==> config.mk <==
export PLATFORM = sky130hd
export DESIGN_NAME = frame_buf_multi_flat
export DESIGN_NICKNAME = d
export VERILOG_FILES = /design/src/rtl/frame_buf_multi_if.sv /design/src/rtl/frame_buf_multi.sv /design/src/flat_wrapper.sv
export SDC_FILE = /design/constraint.sdc
export NUM_CORES = 1
export LEC_CHECK = 0
export ABC_AREA = 1
export CORE_MARGIN = 4
export CORE_UTILIZATION = 45
export DETAILED_ROUTE_END_ITERATION = 8
export DONT_BUFFER_PORTS = 1
export PLACE_DENSITY_LB_ADDON = 0.05
export SETUP_SLACK_MARGIN = 0.5
export SLEW_MARGIN = 25
export SYNTH_ARGS = -nofsm -noshare
export SYNTH_HDL_FRONTEND = slang
export SYNTH_SLANG_ARGS = --single-unit
==> constraint.sdc <==
create_clock -name clk -period 3.5 [get_ports clk]
set_input_delay 0.7 -clock clk [delete_from_list [all_inputs] [get_ports clk]]
set_output_delay 0.7 -clock clk [all_outputs]
set_load 0.005 [all_outputs]
==> src/rtl/frame_buf_multi_if.sv <==
// Handshake and address bus between the frame buffer controller and its
// environment (request side plus memory controller side).
interface frame_buf_multi_if #(
  parameter int ADDR_WIDTH = 29
) ();
  logic                  wr_en_in;
  logic                  rd_en_in;
  logic                  wr_rdy;
  logic                  rd_rdy;
  logic                  wr_en;
  logic                  rd_en;
  logic [ADDR_WIDTH-1:0] wr_addr;
  logic [ADDR_WIDTH-1:0] rd_addr;
  logic [2:0]            wr_slot;
  logic [2:0]            rd_slot;
  logic [3:0]            frame_cnt;
  logic                  full;
  logic                  empty;
  logic                  wr_frame_done;
  logic                  rd_frame_done;
  logic                  dropped;

  modport slave (
    input  wr_en_in, rd_en_in, wr_rdy, rd_rdy,
    output wr_en, rd_en, wr_addr, rd_addr, wr_slot, rd_slot, frame_cnt,
           full, empty, wr_frame_done, rd_frame_done, dropped
  );

  modport master (
    output wr_en_in, rd_en_in, wr_rdy, rd_rdy,
    input  wr_en, rd_en, wr_addr, rd_addr, wr_slot, rd_slot, frame_cnt,
           full, empty, wr_frame_done, rd_frame_done, dropped
  );
endinterface

==> src/rtl/frame_buf_multi.sv <==
// N-slot frame buffer address controller. The writer fills one slot at a
// time and hands complete frames to the reader, so the reader never sees a
// partially written frame. Slots are used strictly in ring order.
module frame_buf_multi #(
  parameter int ADDR_WIDTH = 29,
  parameter int BASE_ADDR  = 2,
  parameter int FRAME_SIZE = 230400,
  parameter int NUM_BUFS   = 3,
  parameter int OVERWRITE  = 0,
  parameter int REPEAT     = 0
) (
  input  logic             clk,
  input  logic             reset,
  frame_buf_multi_if.slave bus
);

  localparam int                    OFF_W     = (FRAME_SIZE > 1) ? $clog2(FRAME_SIZE) : 1;
  localparam logic [OFF_W-1:0]      OFF_LAST  = OFF_W'(FRAME_SIZE - 1);
  localparam logic [ADDR_WIDTH-1:0] BASE_A    = ADDR_WIDTH'(BASE_ADDR);
  localparam logic [ADDR_WIDTH-1:0] FS_A      = ADDR_WIDTH'(FRAME_SIZE);
  localparam logic [2:0]            SLOT_LAST = 3'(NUM_BUFS - 1);
  localparam logic [3:0]            NB_C      = 4'(NUM_BUFS);
  localparam logic [3:0]            NB_M1     = 4'(NUM_BUFS - 1);
  localparam bit                    OW        = (OVERWRITE != 0);
  localparam bit                    RP        = (REPEAT != 0);

  typedef enum logic { W_FILL = 1'b0, W_WAIT = 1'b1 } w_state_e;
  typedef enum logic { R_IDLE = 1'b0, R_READ = 1'b1 } r_state_e;

  w_state_e              w_state_q, w_state_d;
  logic [2:0]            wr_slot_q, wr_slot_d;
  logic [ADDR_WIDTH-1:0] wr_base_q, wr_base_d;
  logic [ADDR_WIDTH-1:0] wr_addr_q, wr_addr_d;
  logic [OFF_W-1:0]      wr_off_q, wr_off_d;

  r_state_e              r_state_q, r_state_d;
  logic [2:0]            rd_slot_q, rd_slot_d;
  logic [ADDR_WIDTH-1:0] rd_base_q, rd_base_d;
  logic [ADDR_WIDTH-1:0] rd_addr_q, rd_addr_d;
  logic [OFF_W-1:0]      rd_off_q, rd_off_d;

  logic [3:0]            frame_cnt_q, frame_cnt_d;
  logic                  wr_done_q, wr_done_d;
  logic                  rd_done_q, rd_done_d;
  logic                  drop_q, drop_d;

  logic                  rd_busy;
  logic [3:0]            occ;
  logic                  wr_go, rd_go, wr_beat, rd_beat;
  logic                  commit, claim;

  // Ring successor of a slot index.
  function automatic logic [2:0] next_slot(input logic [2:0] slot);
    return (slot == SLOT_LAST) ? 3'd0 : slot + 3'd1;
  endfunction

  // Base of the following slot, kept as a running sum instead of a multiply.
  function automatic logic [ADDR_WIDTH-1:0] next_base(input logic [2:0]            slot,
                                                      input logic [ADDR_WIDTH-1:0] base);
    return (slot == SLOT_LAST) ? BASE_A : base + FS_A;
  endfunction

  assign rd_busy = (r_state_q == R_READ);
  assign occ     = frame_cnt_q + {3'b000, rd_busy};
  assign wr_go   = (w_state_q == W_FILL) && !bus.wr_en_in && !reset;
  assign rd_go   = (r_state_q == R_READ) && !bus.rd_en_in && !reset;
  assign wr_beat = wr_go && bus.wr_rdy;
  assign rd_beat = rd_go && bus.rd_rdy;

  // Writer: advance through the frame, then commit, stall or drop at its end.
  always_comb begin
    w_state_d = w_state_q;
    wr_slot_d = wr_slot_q;
    wr_base_d = wr_base_q;
    wr_addr_d = wr_addr_q;
    wr_off_d  = wr_off_q;
    wr_done_d = 1'b0;
    drop_d    = 1'b0;
    commit    = 1'b0;
    case (w_state_q)
      W_FILL: begin
        if (wr_beat) begin
          if (wr_off_q == OFF_LAST) begin
            wr_off_d = '0;
            if ((occ < NB_M1) || !OW) begin
              commit    = 1'b1;
              wr_done_d = 1'b1;
              wr_slot_d = next_slot(wr_slot_q);
              wr_base_d = next_base(wr_slot_q, wr_base_q);
              wr_addr_d = next_base(wr_slot_q, wr_base_q);
              // Every slot is now spoken for: hold off until the reader frees one.
              if (occ >= NB_M1) w_state_d = W_WAIT;
            end else begin
              drop_d    = 1'b1;
              wr_addr_d = wr_base_q;
            end
          end else begin
            wr_off_d  = wr_off_q + OFF_W'(1);
            wr_addr_d = wr_addr_q + ADDR_WIDTH'(1);
          end
        end
      end
      W_WAIT: begin
        if (occ < NB_C) w_state_d = W_FILL;
      end
      default: w_state_d = W_FILL;
    endcase
  end

  // Reader: claim the oldest ready frame, stream it, then release or repeat.
  always_comb begin
    r_state_d = r_state_q;
    rd_slot_d = rd_slot_q;
    rd_base_d = rd_base_q;
    rd_addr_d = rd_addr_q;
    rd_off_d  = rd_off_q;
    rd_done_d = 1'b0;
    claim     = 1'b0;
    case (r_state_q)
      R_IDLE: begin
        // Frames complete in ring order, so rd_slot already names the oldest one.
        if (frame_cnt_q != 4'd0) begin
          claim     = 1'b1;
          r_state_d = R_READ;
        end
      end
      R_READ: begin
        if (rd_beat) begin
          if (rd_off_q == OFF_LAST) begin
            rd_done_d = 1'b1;
            rd_off_d  = '0;
            if (RP && (frame_cnt_q == 4'd0)) begin
              rd_addr_d = rd_base_q;
            end else begin
              rd_slot_d = next_slot(rd_slot_q);
              rd_base_d = next_base(rd_slot_q, rd_base_q);
              rd_addr_d = next_base(rd_slot_q, rd_base_q);
              r_state_d = R_IDLE;
            end
          end else begin
            rd_off_d  = rd_off_q + OFF_W'(1);
            rd_addr_d = rd_addr_q + ADDR_WIDTH'(1);
          end
        end
      end
      default: r_state_d = R_IDLE;
    endcase
  end

  // Ready-frame count: a commit and a claim on the same edge cancel out.
  always_comb begin
    frame_cnt_d = frame_cnt_q;
    if (commit && !claim)      frame_cnt_d = frame_cnt_q + 4'd1;
    else if (claim && !commit) frame_cnt_d = frame_cnt_q - 4'd1;
  end

  // State registers; reset discards every frame and rewinds both pointers.
  always_ff @(posedge clk) begin
    if (reset) begin
      w_state_q   <= W_FILL;
      wr_slot_q   <= 3'd0;
      wr_base_q   <= BASE_A;
      wr_addr_q   <= BASE_A;
      wr_off_q    <= '0;
      r_state_q   <= R_IDLE;
      rd_slot_q   <= 3'd0;
      rd_base_q   <= BASE_A;
      rd_addr_q   <= BASE_A;
      rd_off_q    <= '0;
      frame_cnt_q <= 4'd0;
      wr_done_q   <= 1'b0;
      rd_done_q   <= 1'b0;
      drop_q      <= 1'b0;
    end else begin
      w_state_q   <= w_state_d;
      wr_slot_q   <= wr_slot_d;
      wr_base_q   <= wr_base_d;
      wr_addr_q   <= wr_addr_d;
      wr_off_q    <= wr_off_d;
      r_state_q   <= r_state_d;
      rd_slot_q   <= rd_slot_d;
      rd_base_q   <= rd_base_d;
      rd_addr_q   <= rd_addr_d;
      rd_off_q    <= rd_off_d;
      frame_cnt_q <= frame_cnt_d;
      wr_done_q   <= wr_done_d;
      rd_done_q   <= rd_done_d;
      drop_q      <= drop_d;
    end
  end

  assign bus.wr_en         = !wr_go;
  assign bus.rd_en         = !rd_go;
  assign bus.wr_addr       = wr_addr_q;
  assign bus.rd_addr       = rd_addr_q;
  assign bus.wr_slot       = wr_slot_q;
  assign bus.rd_slot       = rd_slot_q;
  assign bus.frame_cnt     = frame_cnt_q;
  assign bus.full          = (occ >= NB_M1);
  assign bus.empty         = (frame_cnt_q == 4'd0);
  assign bus.wr_frame_done = wr_done_q;
  assign bus.rd_frame_done = rd_done_q;
  assign bus.dropped       = drop_q;

endmodule

==> src/flat_wrapper.sv <==
// flat-port wrapper written by rule: the top's interface ports become plain ports
module frame_buf_multi_flat 
#(
  parameter int ADDR_WIDTH = 29,
  parameter int BASE_ADDR  = 2,
  parameter int FRAME_SIZE = 230400,
  parameter int NUM_BUFS   = 3,
  parameter int OVERWRITE  = 0,
  parameter int REPEAT     = 0
)
  (clk, reset, bus_wr_en_in, bus_rd_en_in, bus_wr_rdy, bus_rd_rdy, bus_wr_en, bus_rd_en, bus_wr_addr, bus_rd_addr, bus_wr_slot, bus_rd_slot, bus_frame_cnt, bus_full, bus_empty, bus_wr_frame_done, bus_rd_frame_done, bus_dropped);
  frame_buf_multi_if #(.ADDR_WIDTH(ADDR_WIDTH)) bus_i ();
  input  logic clk;
  input  logic reset;
  input wire logic [$bits(bus_i.wr_en_in)-1:0] bus_wr_en_in;
  input wire logic [$bits(bus_i.rd_en_in)-1:0] bus_rd_en_in;
  input wire logic [$bits(bus_i.wr_rdy)-1:0] bus_wr_rdy;
  input wire logic [$bits(bus_i.rd_rdy)-1:0] bus_rd_rdy;
  output wire logic [$bits(bus_i.wr_en)-1:0] bus_wr_en;
  output wire logic [$bits(bus_i.rd_en)-1:0] bus_rd_en;
  output wire logic [$bits(bus_i.wr_addr)-1:0] bus_wr_addr;
  output wire logic [$bits(bus_i.rd_addr)-1:0] bus_rd_addr;
  output wire logic [$bits(bus_i.wr_slot)-1:0] bus_wr_slot;
  output wire logic [$bits(bus_i.rd_slot)-1:0] bus_rd_slot;
  output wire logic [$bits(bus_i.frame_cnt)-1:0] bus_frame_cnt;
  output wire logic [$bits(bus_i.full)-1:0] bus_full;
  output wire logic [$bits(bus_i.empty)-1:0] bus_empty;
  output wire logic [$bits(bus_i.wr_frame_done)-1:0] bus_wr_frame_done;
  output wire logic [$bits(bus_i.rd_frame_done)-1:0] bus_rd_frame_done;
  output wire logic [$bits(bus_i.dropped)-1:0] bus_dropped;
  assign bus_i.wr_en_in = bus_wr_en_in;
  assign bus_i.rd_en_in = bus_rd_en_in;
  assign bus_i.wr_rdy = bus_wr_rdy;
  assign bus_i.rd_rdy = bus_rd_rdy;
  assign bus_wr_en = bus_i.wr_en;
  assign bus_rd_en = bus_i.rd_en;
  assign bus_wr_addr = bus_i.wr_addr;
  assign bus_rd_addr = bus_i.rd_addr;
  assign bus_wr_slot = bus_i.wr_slot;
  assign bus_rd_slot = bus_i.rd_slot;
  assign bus_frame_cnt = bus_i.frame_cnt;
  assign bus_full = bus_i.full;
  assign bus_empty = bus_i.empty;
  assign bus_wr_frame_done = bus_i.wr_frame_done;
  assign bus_rd_frame_done = bus_i.rd_frame_done;
  assign bus_dropped = bus_i.dropped;
  frame_buf_multi #(.ADDR_WIDTH(ADDR_WIDTH), .BASE_ADDR(BASE_ADDR), .FRAME_SIZE(FRAME_SIZE), .NUM_BUFS(NUM_BUFS), .OVERWRITE(OVERWRITE), .REPEAT(REPEAT)) u_core (.clk(clk), .reset(reset), .bus(bus_i));
endmodule
==> results_dict.tcl, run 1 <==
set metrics [dict create \
    cts_buffer_depth 2 \
    reg2reg_depth 18 \
    synthesis.area_sq_um 9480 \
    n_fill_cell 2171 \
    synth_nets 1472 \
    cap_violations 0 \
    synth_edf_count 0 \
    yosysSeqAreaShare_pct 35.1 \
    die_x_microns 153 \
    rows 52 \
    die_area_sq_um 23400 \
    critPathRequiredTime_ps 3810 \
    dp_hpwl_microns 19700 \
    overflow 0 \
    wl_microns 26800 \
    synth_fa_ha_area_share_pct 1.66 \
    drive_gt1_share_pct 6.99 \
    area_delta_synth_final_pct 8.54 \
    cpMaxStageDelayCell "dfxtp_1" \
    place_congestion 0.900 \
    finish.utilization_pct 50.2 \
    vias_per_cell 5.24 \
    min_path_cells 1 \
    async_flop_share_pct 0 \
    die_y_microns 153 \
    path_max_fanout 7 \
    crit_top_cell "nand2_1" \
    cts-hold-fix-buffers 0 \
    start_util_pct 46.2 \
    relSlewSlack_pct 53.7 \
    drc_errors 0 \
    whs_ps 353 \
    synth_cells 1454 \
    grt_pass1_wl_microns 44300 \
    synth_top_family_by_area "simple AND/OR/NAND/NOR gates" \
    dr.pass1.iters 5 \
    yosys-mux-area-fraction_pct 0 \
    final_cell_mix "nand2_1 (393), nor2_1 (181), inv_1 (172)" \
    wl_per_cell_microns 15.5 \
    crit_path_cell_trace "ha_1 > nand2_2 > nor2_1 > nand2_1 > nor2_2 > nand3_4 > inv_1 > ha_1 > inv_1 > ha_1 > nand2_1 > nand2_1 > a21oi_1 > nor2_1 > nor2_1 > nand2_1 > o21ai_0 > a21oi_1" \
    fin_skew_ps 13.0 \
    antenna_found_initial 0 \
    path_depth 18 \
    cts_htree_levels 4 \
    cts_resized 0 \
    cp_num_buf_inv 2 \
    drtIter0Drc 541 \
    clk_latency_ps 430 \
    core-area_sq_um 20500 \
    min_period_ps 2690 \
    cp_top_family "adder cells" \
    hold_viol_final 0 \
    grt_usage_pct 22.8 \
    fin_crit_sh_pct 76.8 \
    min_path_type "in -> reg" \
    layout_commonest_cell "nand2_1" \
    cts_setup_buffers 0 \
    synthXorXnorAreaFrac_pct 3.60 \
    cts_root_buf "clkbuf_16" \
    worstMarginPinSlew_ps 694 \
    cts_tree "yes" \
    irDropWorstVdd_mv 0.271 \
    finalSetupViolations 0 \
    p_leak_nw 4.07 \
    drv_slew 0 \
    io_pins 81 \
    nets 1464 \
    worstPathArrival_ps 3000 \
    cts_buffers 17 \
    synth.distinct_cells 51 \
    grt_pass1_vias 8465 \
    cts.reportedPaths.clkPinSlew_ps 60 \
    status "complete, no violations" \
    worst_path_largest_cell_delay_ps 430 \
    critPathLaunchType "flip-flop" \
    synthSimpleGateAreaFrac_pct 39.4 \
    clock-sinks 166 \
    path_class "reg -> reg" \
    postRouteAntennaNets 0 \
    grt_max_degree 56 \
    avgSynthCellArea_sq_um 6.52 \
    worstSetupEndpointType "flip-flop" \
    ys_ff_latch 166 \
    num_vias 9054 \
    antennaDiodeCount 0 \
    ys_warn_count 0 \
    synth_ff_type "dfxtp_1" \
    fmax_ghz 0.372 \
    rsz0062_at_grt "no" \
    totalNegativeSetupSlack_ps 0 \
    powerDensity_nw_per_um2 422 \
    port_buffers 0 \
    synth_compound_area_share_pct 10.7 \
]
## synth_stat cells (15+ instances only)
cell type | count | area (sq um)
o21ai_1 | 15 | 75.1
nand3b_1 | 16 | 120
xor2_1 | 25 | 219
nand2_1 | 393 | 1480
inv_1 | 172 | 646
dfxtp_1 | 166 | 3320
nand4_1 | 26 | 163
nand3_1 | 126 | 631
buf_2 | 17 | 85.1
nor2_1 | 181 | 679
nor3_1 | 31 | 155
a21oi_1 | 60 | 300
o21ai_0 | 70 | 350
## through the flow
stage          instance area, sq um  instances  total power, mW  worst slack [ps]
3_3_place_gp                   9690       1697             2.43               739
6_report                      10300       1729             4.34               811
5_1_grt                       10300       1729             4.54               507
4_1_cts                       10300       1729             4.40               778
2_1_floorplan                  9480       1454             2.33               859
3_5_place_dp                   9690       1697             2.43               717
## path summary, 6_finish.rpt
path | from | to | slack (ps)
min reg2reg | u_core.rd_base_q[0] | u_core.rd_base_q[0] | 430
max | u_core.wr_off_q[0] | u_core.bus.frame_cnt[3] | 810
min | reset | u_core.bus.rd_addr[14] | 350
max reg2reg | u_core.wr_off_q[0] | u_core.bus.frame_cnt[3] | 810
## area by class of cell
type	count	area, sq um	area share [%]
timing repair buffer	11	82.6	0.803
inverter	182	687	6.68
clock buffer	22	444	4.32
sequential	166	3320	32.3
tap	270	338	3.28
clock inverter	10	154	1.50
multi-input combinational	1068	5260	51.1
## state kept, by name, summed over array words and instances (netlist names)
signal                    flops
u_core.bus.rd_addr           29
u_core.bus.wr_addr           29
u_core.rd_base_q             29
u_core.wr_base_q             29
u_core.rd_off_q              18
u_core.wr_off_q              18
u_core.bus.frame_cnt          4
u_core.bus.rd_slot            3
u_core.bus.wr_slot            3
u_core.bus.rd_frame_done      1
u_core.bus.wr_frame_done      1
u_core.r_state_q              1
u_core.w_state_q              1
## power by group
group | switching (mW) | internal (mW)
Clock | 0.760 | 1.19
Sequential | 0.0973 | 1.94
Combinational | 0.213 | 0.139
## metal layers
metal	routed length [microns]	vias to the layer above	track usage (%)
met5	0	-	0
met4	541	0	7.25
met3	1240	41	3.85
met2	12600	191	38.0
li1	-	4677	-
met1	12400	4145	30.3
## logic make-up (layout without fill, tap and decap cells)
family / count (synthesis) / count (layout)
other: 1 / 1
buffers and inverters: 220 / 225
adders and majority gates: 12 / 12
and+or+nand+nor: 831 / 831
AOI/OAI and AO/OA: 185 / 185
DFF: 166 / 166
xor gates and xnor gates: 39 / 39
(Power assumes the default switching activity.)
==> inputs of run 2 (changes only) <==
==> constraint.sdc (replaced) <==
create_clock -name clk -period 2.2 [get_ports clk]
set_input_delay 0.44 -clock clk [delete_from_list [all_inputs] [get_ports clk]]
set_output_delay 0.44 -clock clk [all_outputs]
set_load 0.005 [all_outputs]
==> run 2 against run 1 <==
Compared with the run above:
- maximum frequency up 24%
- utilization rose by 12 points
- largest power group unchanged
- total power rose by 69%
- highest routed layer unchanged
- die area unchanged
==> results_dict.tcl, run 2 (synthesis results as in run 1) <==
set metrics [dict create \
    status "complete, no violations" \
    fmax_ghz 0.461 \
    core-area_sq_um 20500 \
    port_buffers 0 \
    clk_latency_ps 440 \
    cap_violations 0 \
    cts_tree "yes" \
    num_vias 9805 \
    nets 1575 \
    place_congestion 0.864 \
    irDropWorstVdd_mv 0.602 \
    start_util_pct 46.2 \
    wl_microns 30600 \
    fin_crit_sh_pct 98.7 \
    post-place-ws_ps -2.66 \
    drv_slew 0 \
    path_class "reg -> reg" \
    overflow 0 \
    worstSetupEndpointType "flip-flop" \
    cts.reportedPaths.clkPinSlew_ps 70 \
    fin_skew_ps 9.55 \
    grt_max_degree 56 \
    die_x_microns 153 \
    cts_root_buf "clkbuf_16" \
    dr.pass1.iters 5 \
    worst_slack_ps 29.6 \
    hold_viol_final 0 \
    antennaDiodeCount 0 \
    layout_commonest_cell "nand2_1" \
    min_path_type "in -> reg" \
    finalSetupViolations 0 \
    drc_errors 0 \
    cts_htree_levels 4 \
    powerDensity_nw_per_um2 573 \
    grt_pass1_wl_microns 47100 \
    vias_per_cell 5.33 \
    cts-hold-fix-buffers 0 \
    area_delta_synth_final_pct 35.3 \
    drive_gt1_share_pct 29.2 \
    antenna_found_initial 0 \
    critPathRequiredTime_ps 2520 \
    rsz0062_at_grt "yes" \
    final_cell_mix "nand2_1 (361), inv_1 (157), nor2_1 (144)" \
    dp_hpwl_microns 20400 \
    min_period_ps 2170 \
    grt_pass1_vias 8864 \
    cts_buffers 17 \
    worstPathArrival_ps 2490 \
    wl_per_cell_microns 16.6 \
    worstMarginPinSlew_ps 540 \
    totalNegativeSetupSlack_ps 0 \
    critPathLaunchType "flip-flop" \
    relSlewSlack_pct 64.0 \
    rows 52 \
    clock-sinks 166 \
    p_leak_nw 5.19 \
    cts_buffer_depth 2 \
    die_area_sq_um 23400 \
    io_pins 81 \
    die_y_microns 153 \
    path_max_fanout 3 \
    drtIter0Drc 593 \
    postRouteAntennaNets 0 \
    grt_usage_pct 24.5 \
]
-- run 2: cell count changes in the layout (fill, tap and decap cells not counted), sizes merged --
cell,previous run,this run
clkbuf,22,25
clkinvlp,0,4
bufinv,4,2
clkinv,7,9
inv,181,180
buf,11,116
-- run 2: report_power, final --
| part | switching (mW) | internal [mW] | total (mW) |
|---|---|---|---|
| combinational | 0.615 | 0.512 | 1.13 |
| sequential | 0.116 | 3.09 | 3.21 |
| clock | 1.27 | 1.74 | 3.01 |
| total | 2.00 | 5.34 | 7.34 |
-- run 2: path summary, 6_finish.rpt --
kind                       startpoint                 endpoint  slack [ps]  cells after the start
setup / recovery   u_core.wr_off_q[0]  u_core.bus.frame_cnt[2]          30                     15
hold / removal                  reset   u_core.bus.rd_addr[17]          80                      1
setup reg to reg   u_core.wr_off_q[0]  u_core.bus.frame_cnt[2]          30                     15
hold reg to reg   u_core.wr_base_q[1]      u_core.wr_base_q[1]         440                      2
-- run 2: through the flow --
stage	utilization, %	hold slack (ps)	instances	area, sq um	power (mW)
final	62.5	83.1	1840	12800	7.34
after detailed placement	49.4	420	1744	10100	4.04
after floorplan	-	409	1454	9540	3.75
after global routing	62.5	58.9	1840	12800	7.64
after CTS	56.5	64.9	1810	11600	7.18
after global placement	49.4	415	1744	10100	4.04
-- run 2: timing repair --
item                                    4_1_cts  5_1_grt
buffers inserted                             28       25
gates resized for setup                     152      266
endpoints found under the setup margin      133      148
endpoints found under the hold margin         0        0
pin swaps                                    47       76
gates cloned                                  6        5
-- run 2: cell type report --
cell class,count,area (sq um)
timing repair inverter,2,23.8
fill,1864,7680
multi-input combinational,1068,6500
clock inverter,11,124
inverter,182,728
tap,270,338
sequential,166,3380
timing repair buffer,120,1270
clock buffer,21,460
-- run 2: critical path, stage by stage, from the launching register on --
cell	delay, ps
dfxtp_4	360
ha_4	150
nand2_4	60
nor2_4	80
nand2_2	60
nor2_4	140
nand3_4	100
inv_4	80
ha_4	140
inv_4	40
buf_4	120
buf_6	100
fa_2	320
xor2_1	140
o21ai_1	120
inv_1	40
-- run 2: per-layer routing --
| layer | wire length [microns] | GRT usage [%] |
|---|---|---|
| met1 | 13500 | 32.3 |
| met2 | 14900 | 40.8 |
| met3 | 1610 | 5.09 |
| met4 | 552 | 6.96 |
| met5 | 0 | 0 |
==> inputs of run 3 (changes only) <==
--- a/config.mk
+++ b/config.mk
@@ -8,6 +8,7 @@
 export ABC_AREA = 1
 export CORE_MARGIN = 4
 export CORE_UTILIZATION = 45
+export CTS_CLUSTER_DIAMETER = 60
 export DETAILED_ROUTE_END_ITERATION = 8
 export DONT_BUFFER_PORTS = 1
 export PLACE_DENSITY_LB_ADDON = 0.05
==> results of run 3 <==
Final layout, timing and power as in run 2 (identical DEF).
